$ cat src/rtl/ex_stage_mdu.sv
// Execute stage with operand forwarding, ALU, branch-target adder, an
// iterative shift-add multiplier feeding HI/LO, and the EX/MEM register.
// The multiplier holds the front end via ex_stall while it iterates and
// retires its instruction on the edge that writes HI/LO.
module ex_stage_mdu #(
  parameter int DW = 32,
  parameter int RW = 5
) (
  input  logic          clk,
  input  logic          rst_n,
  input  logic          id_valid,
  input  logic          flush,
  input  logic [1:0]    wb_ctlout,
  input  logic [2:0]    m_ctlout,
  input  logic [3:0]    ex_ctlout,
  input  logic [DW-1:0] npcout,
  input  logic [DW-1:0] rdata1out,
  input  logic [DW-1:0] rdata2out,
  input  logic [DW-1:0] s_extendout,
  input  logic [RW-1:0] instrout_2016,
  input  logic [RW-1:0] instrout_1511,
  input  logic [1:0]    fwd_a_sel,
  input  logic [1:0]    fwd_b_sel,
  input  logic [DW-1:0] mem_fwd_data,
  input  logic [DW-1:0] wb_fwd_data,
  output logic          ex_stall,
  output logic          EX_MEM_valid,
  output logic [1:0]    EX_MEM_wb_ctlout,
  output logic [2:0]    EX_MEM_m_ctlout,
  output logic [DW-1:0] EX_MEM_add_result,
  output logic          EX_MEM_zero,
  output logic [DW-1:0] EX_MEM_alu_result,
  output logic [DW-1:0] EX_MEM_rdata2out,
  output logic [RW-1:0] EX_MEM_five_bit_muxout
);

  // cnt must be able to hold DW-1
  localparam int CW = $clog2(DW) + 1;
  localparam logic [CW-1:0] LAST = CW'(DW - 1);

  typedef enum logic {IDLE, BUSY} state_t;

  // Magnitude of a two's-complement operand; the most negative value maps
  // to 2^(DW-1), which fits as an unsigned DW-bit number.
  function automatic logic [DW-1:0] magnitude(input logic signed [DW-1:0] v);
    return v[DW-1] ? -v : v;
  endfunction

  logic [DW-1:0]   op_a, fwd_b, op_b, alu_res;
  logic [1:0]      alu_op;
  logic [5:0]      funct;
  logic            is_mul, mul_signed;
  state_t          state, state_nxt;
  logic [CW-1:0]   cnt;
  logic [DW-1:0]   hi, lo, mplier;
  logic [2*DW-1:0] acc, mcand, step_sum, product;
  logic            neg;
  logic            mul_start, mul_done, load;

  assign alu_op     = ex_ctlout[2:1];
  assign funct      = s_extendout[5:0];
  assign is_mul     = (alu_op == 2'b10) && (funct == 6'b011000 || funct == 6'b011001);
  assign mul_signed = ~funct[0];

  // Forwarding muxes for both operands, then the immediate select for B
  always_comb begin
    case (fwd_a_sel)
      2'b01:   op_a = mem_fwd_data;
      2'b10:   op_a = wb_fwd_data;
      default: op_a = rdata1out;
    endcase
    case (fwd_b_sel)
      2'b01:   fwd_b = mem_fwd_data;
      2'b10:   fwd_b = wb_fwd_data;
      default: fwd_b = rdata2out;
    endcase
    op_b = ex_ctlout[0] ? s_extendout : fwd_b;
  end

  // One shift-add step, and the sign-corrected product as it would be
  // after this step (only meaningful on the final step)
  assign step_sum = acc + (mplier[0] ? mcand : '0);
  assign product  = neg ? -step_sum : step_sum;

  // ALU decode; MULT/MULTU pass the low product word, which is only
  // retired on the completing step
  always_comb begin
    alu_res = op_a + op_b;
    case (alu_op)
      2'b01: alu_res = op_a - op_b;
      2'b11: alu_res = op_a | op_b;
      2'b10: begin
        case (funct)
          6'b100010: alu_res = op_a - op_b;
          6'b100100: alu_res = op_a & op_b;
          6'b100101: alu_res = op_a | op_b;
          6'b101010: alu_res = ($signed(op_a) < $signed(op_b)) ? DW'(1) : '0;
          6'b011000,
          6'b011001: alu_res = product[DW-1:0];
          6'b010000: alu_res = hi;
          6'b010010: alu_res = lo;
          default:   alu_res = op_a + op_b;
        endcase
      end
      default: alu_res = op_a + op_b;
    endcase
  end

  // Multiplier FSM state register
  always_ff @(posedge clk or negedge rst_n) begin
    if (!rst_n) state <= IDLE;
    else        state <= state_nxt;
  end

  // Multiplier FSM next-state logic; flush always aborts back to IDLE
  always_comb begin
    state_nxt = state;
    case (state)
      IDLE:    if (mul_start) state_nxt = BUSY;
      BUSY:    if (flush || cnt == LAST) state_nxt = IDLE;
      default: state_nxt = IDLE;
    endcase
  end

  // Multiplier FSM outputs: start, completion and the front-end stall
  always_comb begin
    mul_start = (state == IDLE) && id_valid && is_mul && !flush;
    mul_done  = (state == BUSY) && (cnt == LAST) && !flush;
    ex_stall  = mul_start || ((state == BUSY) && (cnt != LAST));
  end

  // Step counter and HI/LO architectural registers
  always_ff @(posedge clk or negedge rst_n) begin
    if (!rst_n) begin
      cnt <= '0;
      hi  <= '0;
      lo  <= '0;
    end else begin
      if (mul_start)            cnt <= '0;
      else if (state == BUSY)   cnt <= cnt + CW'(1);
      if (mul_done) {hi, lo} <= product;
    end
  end

  // Multiplier operand and accumulator datapath
  always_ff @(posedge clk) begin
    if (mul_start) begin
      mcand  <= {{DW{1'b0}}, (mul_signed ? magnitude(op_a) : op_a)};
      mplier <= mul_signed ? magnitude(op_b) : op_b;
      neg    <= mul_signed && (op_a[DW-1] ^ op_b[DW-1]);
      acc    <= '0;
    end else if (state == BUSY) begin
      acc    <= step_sum;
      mcand  <= mcand << 1;
      mplier <= mplier >> 1;
    end
  end

  assign load = !(ex_stall || flush || !id_valid);

  // EX/MEM register: bubbles clear valid and control but hold data fields
  always_ff @(posedge clk or negedge rst_n) begin
    if (!rst_n) begin
      EX_MEM_valid           <= 1'b0;
      EX_MEM_wb_ctlout       <= '0;
      EX_MEM_m_ctlout        <= '0;
      EX_MEM_add_result      <= '0;
      EX_MEM_zero            <= 1'b0;
      EX_MEM_alu_result      <= '0;
      EX_MEM_rdata2out       <= '0;
      EX_MEM_five_bit_muxout <= '0;
    end else begin
      EX_MEM_valid     <= load;
      EX_MEM_wb_ctlout <= load ? wb_ctlout : 2'b00;
      EX_MEM_m_ctlout  <= load ? m_ctlout : 3'b000;
      if (load) begin
        EX_MEM_add_result      <= npcout + (s_extendout << 2);
        EX_MEM_zero            <= (alu_res == '0);
        EX_MEM_alu_result      <= alu_res;
        EX_MEM_rdata2out       <= fwd_b;
        EX_MEM_five_bit_muxout <= ex_ctlout[3] ? instrout_1511 : instrout_2016;
      end
    end
  end

endmodule

$ cat config.mk
export PLATFORM = sky130hd
export DESIGN_NAME = ex_stage_mdu
export DESIGN_NICKNAME = d
export VERILOG_FILES = /design/src/rtl/ex_stage_mdu.sv
export SDC_FILE = /design/constraint.sdc
export NUM_CORES = 1
export LEC_CHECK = 0
export ABC_AREA = 0
export CORE_MARGIN = 10
export CORE_UTILIZATION = 58
export CTS_CLUSTER_DIAMETER = 60
export DETAILED_ROUTE_END_ITERATION = 7
export PLACE_DENSITY = 0.86
export SYNTH_ARGS = -nofsm -noshare
export SYNTH_HDL_FRONTEND = slang
export SYNTH_SLANG_ARGS = --single-unit
$ cat constraint.sdc
create_clock -name clk -period 5.6 [get_ports clk]
set_input_delay 0.56 -clock clk [delete_from_list [all_inputs] [get_ports clk]]
set_output_delay 0.56 -clock clk [all_outputs]
set_load 0.05 [all_outputs]
==> out/metrics.cfg, run 1 <==
[cts]
cts_tree = built
cts-root-buf = clkbuf_16
clk_pin_slew_worst_paths_ns = 0.06
clockBufferDepth = 3
cts_sinks = 340
cts_made_buffers = 44
cts.htree.levels = 2
clock_latency_ns = 0.62

[drt]
dr.pass1.iters = 7
vias = 32300
wl_per_cell_um = 23.1
route.detailed.drc = 0
first_iter_violations = 3817
ant_nets = 0
wirelength_um = 118000
via_per_inst = 6.37

[global_routing]
grt.total_usage = 0.376
antenna_found_initial = 6
use_met3 = 0.0735
grtUsageMet1 = 0.455
grt_pass1_vias = 30700
gr-usage-met2 = 0.610
grt-busiest-layer = met2
grt_first_pass_wirelength_um = 178000
grt_start_max_net_pins = 124
overflow = 0

[flow_run]
cap_viol_max_count = 0

[layout]
final_common_cell = nand2_1
fin_util = 0.749
area_growth_pct = 28.2
fin_nets = 4787
fin_area_um2 = 37300
final_cell_mix = 608 x nand2_1, 451 x o21ai_0, 418 x buf_4
final_layout_size_suffix_gt1_frac = 0.134

[synth]
syn_nets = 4230
syn_inst = 3811
synth.area.top_cells = dfrtp_1 15%, ha_1 8.4%, o21ai_0 7.9%, nand2_1 7.8%, edfxtp_1 6.7%
synth_ff_type = dfrtp_1
yosys_register_bits = 340
synth_cell_type_count = 98
ys_seq_area_frac = 0.287
async_flop_share = 0.526
yosysWarnings = 0
synth_edf_count = 65
yosys.area.top_type = dfrtp_1
synth_top_area_frac = 0.154
syn_avg_cell_area_um2 = 7.64
synth_area_um2 = 29100

[worst_hold_path]
hold_path_depth = 4
worstHoldStart = s_extendout[0]
worst_hold_path_type = primary input to flop

[floorplanning]
core_um2 = 49900
die_y_um = 244
fp.dieW_um = 244
boundaryPins = 328
dieArea_um2 = 59600
initial_core_util = 0.584
rows = 82

[power_and_ir_drop]
total_power_mw = 11.7
p_leak_nw = 16.6
ir_drop_v = 0.000347
power_density_nw_per_um2 = 313

[timing]
worst_slew_pin_slew_ns = 1.08
fmax_ghz = 0.184
drv_slew = 0
post-route-period-util = 0.973
hold_viol_final = 0
finalSetupTns_ns = 0
setup_viol_count_final = 0
fin_crit_ns = 5.45
holdWs_ns = 0.325
max_slew_margin = 0.278
skew_ns = 0.0377

[setup_path]
r2r_cells = 19
worstSetupStartpoint = mplier[0]$_DFFE_PP_
start_kind = flop
crit_path_end_kind = flop
critPathKind = flop to flop
reg2reg_from = mplier[0]$_DFFE_PP_
critPathMaxFanout = 39
cp.required_ns = 6.04
crit_arrival_ns = 5.89

[run_status]
status = completed

[placement]
port_buffers = 327
hpwl_um = 91800
place_congestion = 1.07
dpl_cell_area_um2 = 35600

## final cells by class
| type | instances | area [um2] |
|---|---|---|
| diodes | 4 | 10.0 |
| clock buffers | 56 | 1240 |
| clock inverters | 26 | 292 |
| fillers | 3837 | 12500 |
| inverters | 127 | 477 |
| multi-input cells | 3103 | 19600 |
| flip-flops and latches | 340 | 8360 |
| well taps | 672 | 841 |
| repair buffers | 752 | 6540 |
## worst max-delay path, cell delays in order, from the launching register on
cell and delay, ns:
edfxtp_1 0.39, buf_4 0.19, buf_12 0.17, and2_1 0.17
ha_1 0.36, nand2_1 0.09, o21ai_0 0.37, o21ai_0 0.20
o31ai_1 0.43, buf_4 0.21, or2_1 0.18, xnor2_1 0.17
o21a_1 0.18, nand4b_1 0.13, or4_1 0.61, or2_1 0.30
or4_4 0.55, o41ai_1 0.32, xor2_1 0.18, o21ai_1 0.07
## synthesized netlist by cell type, types with 28 or more instances
cell        n
inv_1     123
a221oi_1   31
a211oi_1   31
nor3_1     61
a31oi_1    37
xor2_1     82
nor2_1    264
nand4_1    42
or3_1      29
o21a_1     43
and2_1     92
and3_1     33
xnor2_1   160
a22oi_1    72
dfrtp_1   179
o21ai_0   457
a21oi_1   245
a21o_1     78
ha_1      196
dfxtp_1    96
nand3_1    63
o21bai_1   28
clkbuf_1  204
nand2_1   609
edfxtp_1   65
o31ai_1    38
## kinds of logic after synthesis
logic type | count (synthesis) | share of synthesized area
xor gates and xnor gates | 242 | 0.0728
DFF | 340 | 0.287
buffers and inverters | 368 | 0.0479
and+or+nand+nor | 1337 | 0.213
AOI/OAI and AO/OA | 1292 | 0.282
adders and majority gates | 200 | 0.0870
muxes | 32 | 0.0112
## final timing paths
check,endpoint,slack [ns]
max,hi[26]$_DFFE_PN0P_,0.15
min,EX_MEM_add_result[2]$_DFFE_PN0P_,0.32
max reg2reg,hi[26]$_DFFE_PN0P_,0.15
min reg2reg,acc[4]$_SDFFE_PP0P_,0.46
max in group asynchronous,hi[6]$_DFFE_PN0P_,4.03
min in group asynchronous,EX_MEM_rdata2out[30]$_DFFE_PN0P_,0.53
## through the flow
step / instances / setup WS (ns)
6_report: 5080 / 0.150
2_1_floorplan: 3811 / 0.0333
5_1_grt: 5077 / -0.0121
3_5_place_dp: 4992 / -0.491
4_1_cts: 5075 / 0.00368
3_3_place_gp: 4992 / -0.407
## layer usage
metal	vias to the layer above	part of all wire
met2	1814	0.46
met5	-	0.00030
met1	15200	0.37
li1	14900	-
met3	427	0.099
met4	6	0.069
## state kept, by name, indices dropped and copies added, names as in the netlist, 5 cells and up
name                    count
EX_MEM_alu_result          32
EX_MEM_rdata2out           32
mplier                     32
hi                         32
lo                         32
cnt                         6
mcand                      64
EX_MEM_five_bit_muxout      5
EX_MEM_add_result          32
acc                        64
## repair_timing
action / CTS / global route
resized for setup: 0 / 41
hold buffers: 1 / 0
setup endpoints to repair: 0 / 20
endpoints found under the hold margin: 5 / 0
setup buffers: 0 / 1
## power breakdown
group	total [mW]	leakage, nW	switching [mW]	internal [mW]
Sequential	3.05	3.59	0.223	2.83
Clock	2.99	0.757	1.28	1.71
Combinational	5.64	12.3	3.40	2.24
Total	11.7	16.6	4.90	6.78
Note: power is estimated with default switching activity, not from simulation.
==> run 2: changes to the inputs <==
--- a/config.mk
+++ b/config.mk
@@ -7,7 +7,8 @@
 export LEC_CHECK = 0
 export ABC_AREA = 0
+export CAP_MARGIN = 10
 export CORE_MARGIN = 10
 export CORE_UTILIZATION = 58
-export CTS_CLUSTER_DIAMETER = 60
+export CTS_CLUSTER_DIAMETER = 40
 export DETAILED_ROUTE_END_ITERATION = 7
 export PLACE_DENSITY = 0.86
==> constraint.sdc (replaced) <==
create_clock -name clk -period 5.6 [get_ports clk]
set_input_delay 0.56 -clock clk [delete_from_list [all_inputs] [get_ports clk]]
set_output_delay 0.56 -clock clk [all_outputs]
set_load 0.02 [all_outputs]
==> run 2 against run 1 <==
Compared with the run above: sequential share of layout area down 0.64 points; count of clock-buffer cells in the layout up 13; the flow now finishes with violations (hold timing, setup timing); critical path depth unchanged; flip-flop and latch count unchanged; sequential power about the same; final area up 2.9%; first-iteration DRC count up 4.3%; highest routed layer unchanged; critical path type unchanged; clock power up 29%; largest power group unchanged; hold slack worse by 0.36 ns; clock skew up 0.0062 ns; setup slack worse by 0.20 ns.
==> out/metrics.cfg, run 2 (same netlist as run 1, synthesis figures left out) <==
[drt]
wirelength_um = 123000
via_per_inst = 6.41
ant_nets = 0
first_iter_violations = 3983
dr.pass1.iters = 8
vias = 32900
route.detailed.drc = 0
wl_per_cell_um = 24.0

[placement]
place_ws_ns = -0.390
hpwl_um = 94100
place_congestion = 1.04
dp.cells = 5001
dpl_cell_area_um2 = 35700
port_buffers = 327

[cts]
clock_latency_ns = 0.67
cts.htree.levels = 2
cts_sinks = 340
cts_tree = built
cts-root-buf = clkbuf_16
clk_pin_slew_worst_paths_ns = 0.07
cts_made_buffers = 60
clockBufferDepth = 3

[power_and_ir_drop]
total_power_mw = 12.4
power_density_nw_per_um2 = 322
ir_drop_v = 0.000340
p_leak_nw = 17.1

[setup_path]
crit_path_end_kind = flop
crit_arrival_ns = 6.17
cp_num_buf_inv = 2
max_stage_delay_ns = 0.53
critPathMaxFanout = 4
cp_top_family = simple AND/OR/NAND/NOR gates
path_cells = and2_1 -> ha_2 -> inv_2 -> fa_2 -> nor2b_4 -> o211a_1 -> or3_1 -> xor2_1 -> or4_4 -> or4_4 -> nor3_4 -> buf_6 -> nand4_1 -> and4bb_1 -> nor4b_4 -> nand4_1 -> o41ai_1 -> xnor2_1 -> mux2_2
start_kind = flop
critPathSlowestCell = or4_4
critPathKind = flop to flop
reg2reg_from = mplier[0]$_DFFE_PP_
worstSetupStartpoint = mplier[0]$_DFFE_PP_
cp.required_ns = 6.12

[global_routing]
antenna_found_initial = 11
overflow = 0
grt_start_max_net_pins = 170
grt.total_usage = 0.388
grt_pass1_vias = 31300
grt_first_pass_wirelength_um = 182000

[floorplanning]
core_um2 = 49900
initial_core_util = 0.584
rows = 82
boundaryPins = 328
fp.dieW_um = 244
dieArea_um2 = 59600
die_y_um = 244

[layout]
instances_no_fill = 5137
fin_nets = 4829
fin_util = 0.771
final_layout_size_suffix_gt1_frac = 0.153
reg_top3 = acc: 64 flops, mcand: 64 flops
regArea_um2 = 8360
area_growth_pct = 32.0
fin_area_um2 = 38400
multiInputGateArea_um2 = 19800
final_common_cell = nand2_1
nFillCells = 3604
final_cell_mix = 607 x nand2_1, 448 x o21ai_0, 441 x buf_4

[timing]
fmax_ghz = 0.177
holdWs_ns = -0.0327
setup_viol_count_final = 2
post-route-period-util = 1.01
skew_ns = 0.0439
max_slew_margin = 0.255
hold_viol_final = 12
worst_slew_pin_slew_ns = 1.12
drv_slew = 0
fin_crit_ns = 5.65
worst_slack_ns = -0.0501

[run_status]
violations = hold timing, setup timing
status = complete, but fails checks

[flow_run]
cap_viol_max_count = 0

[worst_hold_path]
worst_hold_path_type = primary input to asynchronous set/reset pin

-- run 2: where the power goes --
part / total, mW / switching [mW] / leakage (nW) / internal (mW)
Combinational: 5.44 / 3.13 / 12.5 / 2.32
Clock: 3.87 / 1.57 / 1.05 / 2.29
Sequential: 3.06 / 0.235 / 3.59 / 2.83
Total: 12.4 / 4.93 / 17.1 / 7.44
-- run 2: cell type report --
cell class / count / area share
Timing Repair Buffer: 778 / 0.176
Sequential cell: 340 / 0.217
Antenna cell: 3 / 0.000195
Clock buffer: 69 / 0.0418
Clock inverter: 45 / 0.0145
Inverter: 127 / 0.0124
Tap cell: 672 / 0.0219
Multi-Input combinational cell: 3103 / 0.516
-- run 2: what timing repair did --
action,4_1_cts,5_1_grt
setup buffers,0,17
pin swaps,0,30
cloned,0,2
hold buffers,0,0
gates resized for setup,7,81
setup endpoints to repair,5,16
-- run 2: final timing paths --
kind | end | slack, ns | depth (start not counted)
max in group asynchronous | lo[7]$_DFFE_PN0P_ | 4.59 | 2
min in group clk | EX_MEM_add_result[2]$_DFFE_PN0P_ | 0.26 | 4
max reg2reg | hi[29]$_DFFE_PN0P_ | -0.05 | 19
min reg2reg | acc[55]$_SDFFE_PP0P_ | 0.47 | 2
max | hi[29]$_DFFE_PN0P_ | -0.05 | 19
min | EX_MEM_rdata2out[28]$_DFFE_PN0P_ | -0.03 | 1
-- run 2: layer usage --
layer,vias up,routed length (um),global-route usage
li1,15000,-,-
met1,15600,44900,0.461
met2,1949,56800,0.636
met3,471,13100,0.0869
met4,10,8280,0.227
met5,-,77,0
-- run 2: per-stage QoR --
stage | TNS, ns | hold slack, ns
floorplan | 0 | 0.264
global placement | -0.685 | 0.440
detailed placement | -1.69 | 0.453
CTS | 0 | 0.00857
global route | -0.491 | 0.0147
finish | -0.0946 | -0.0327
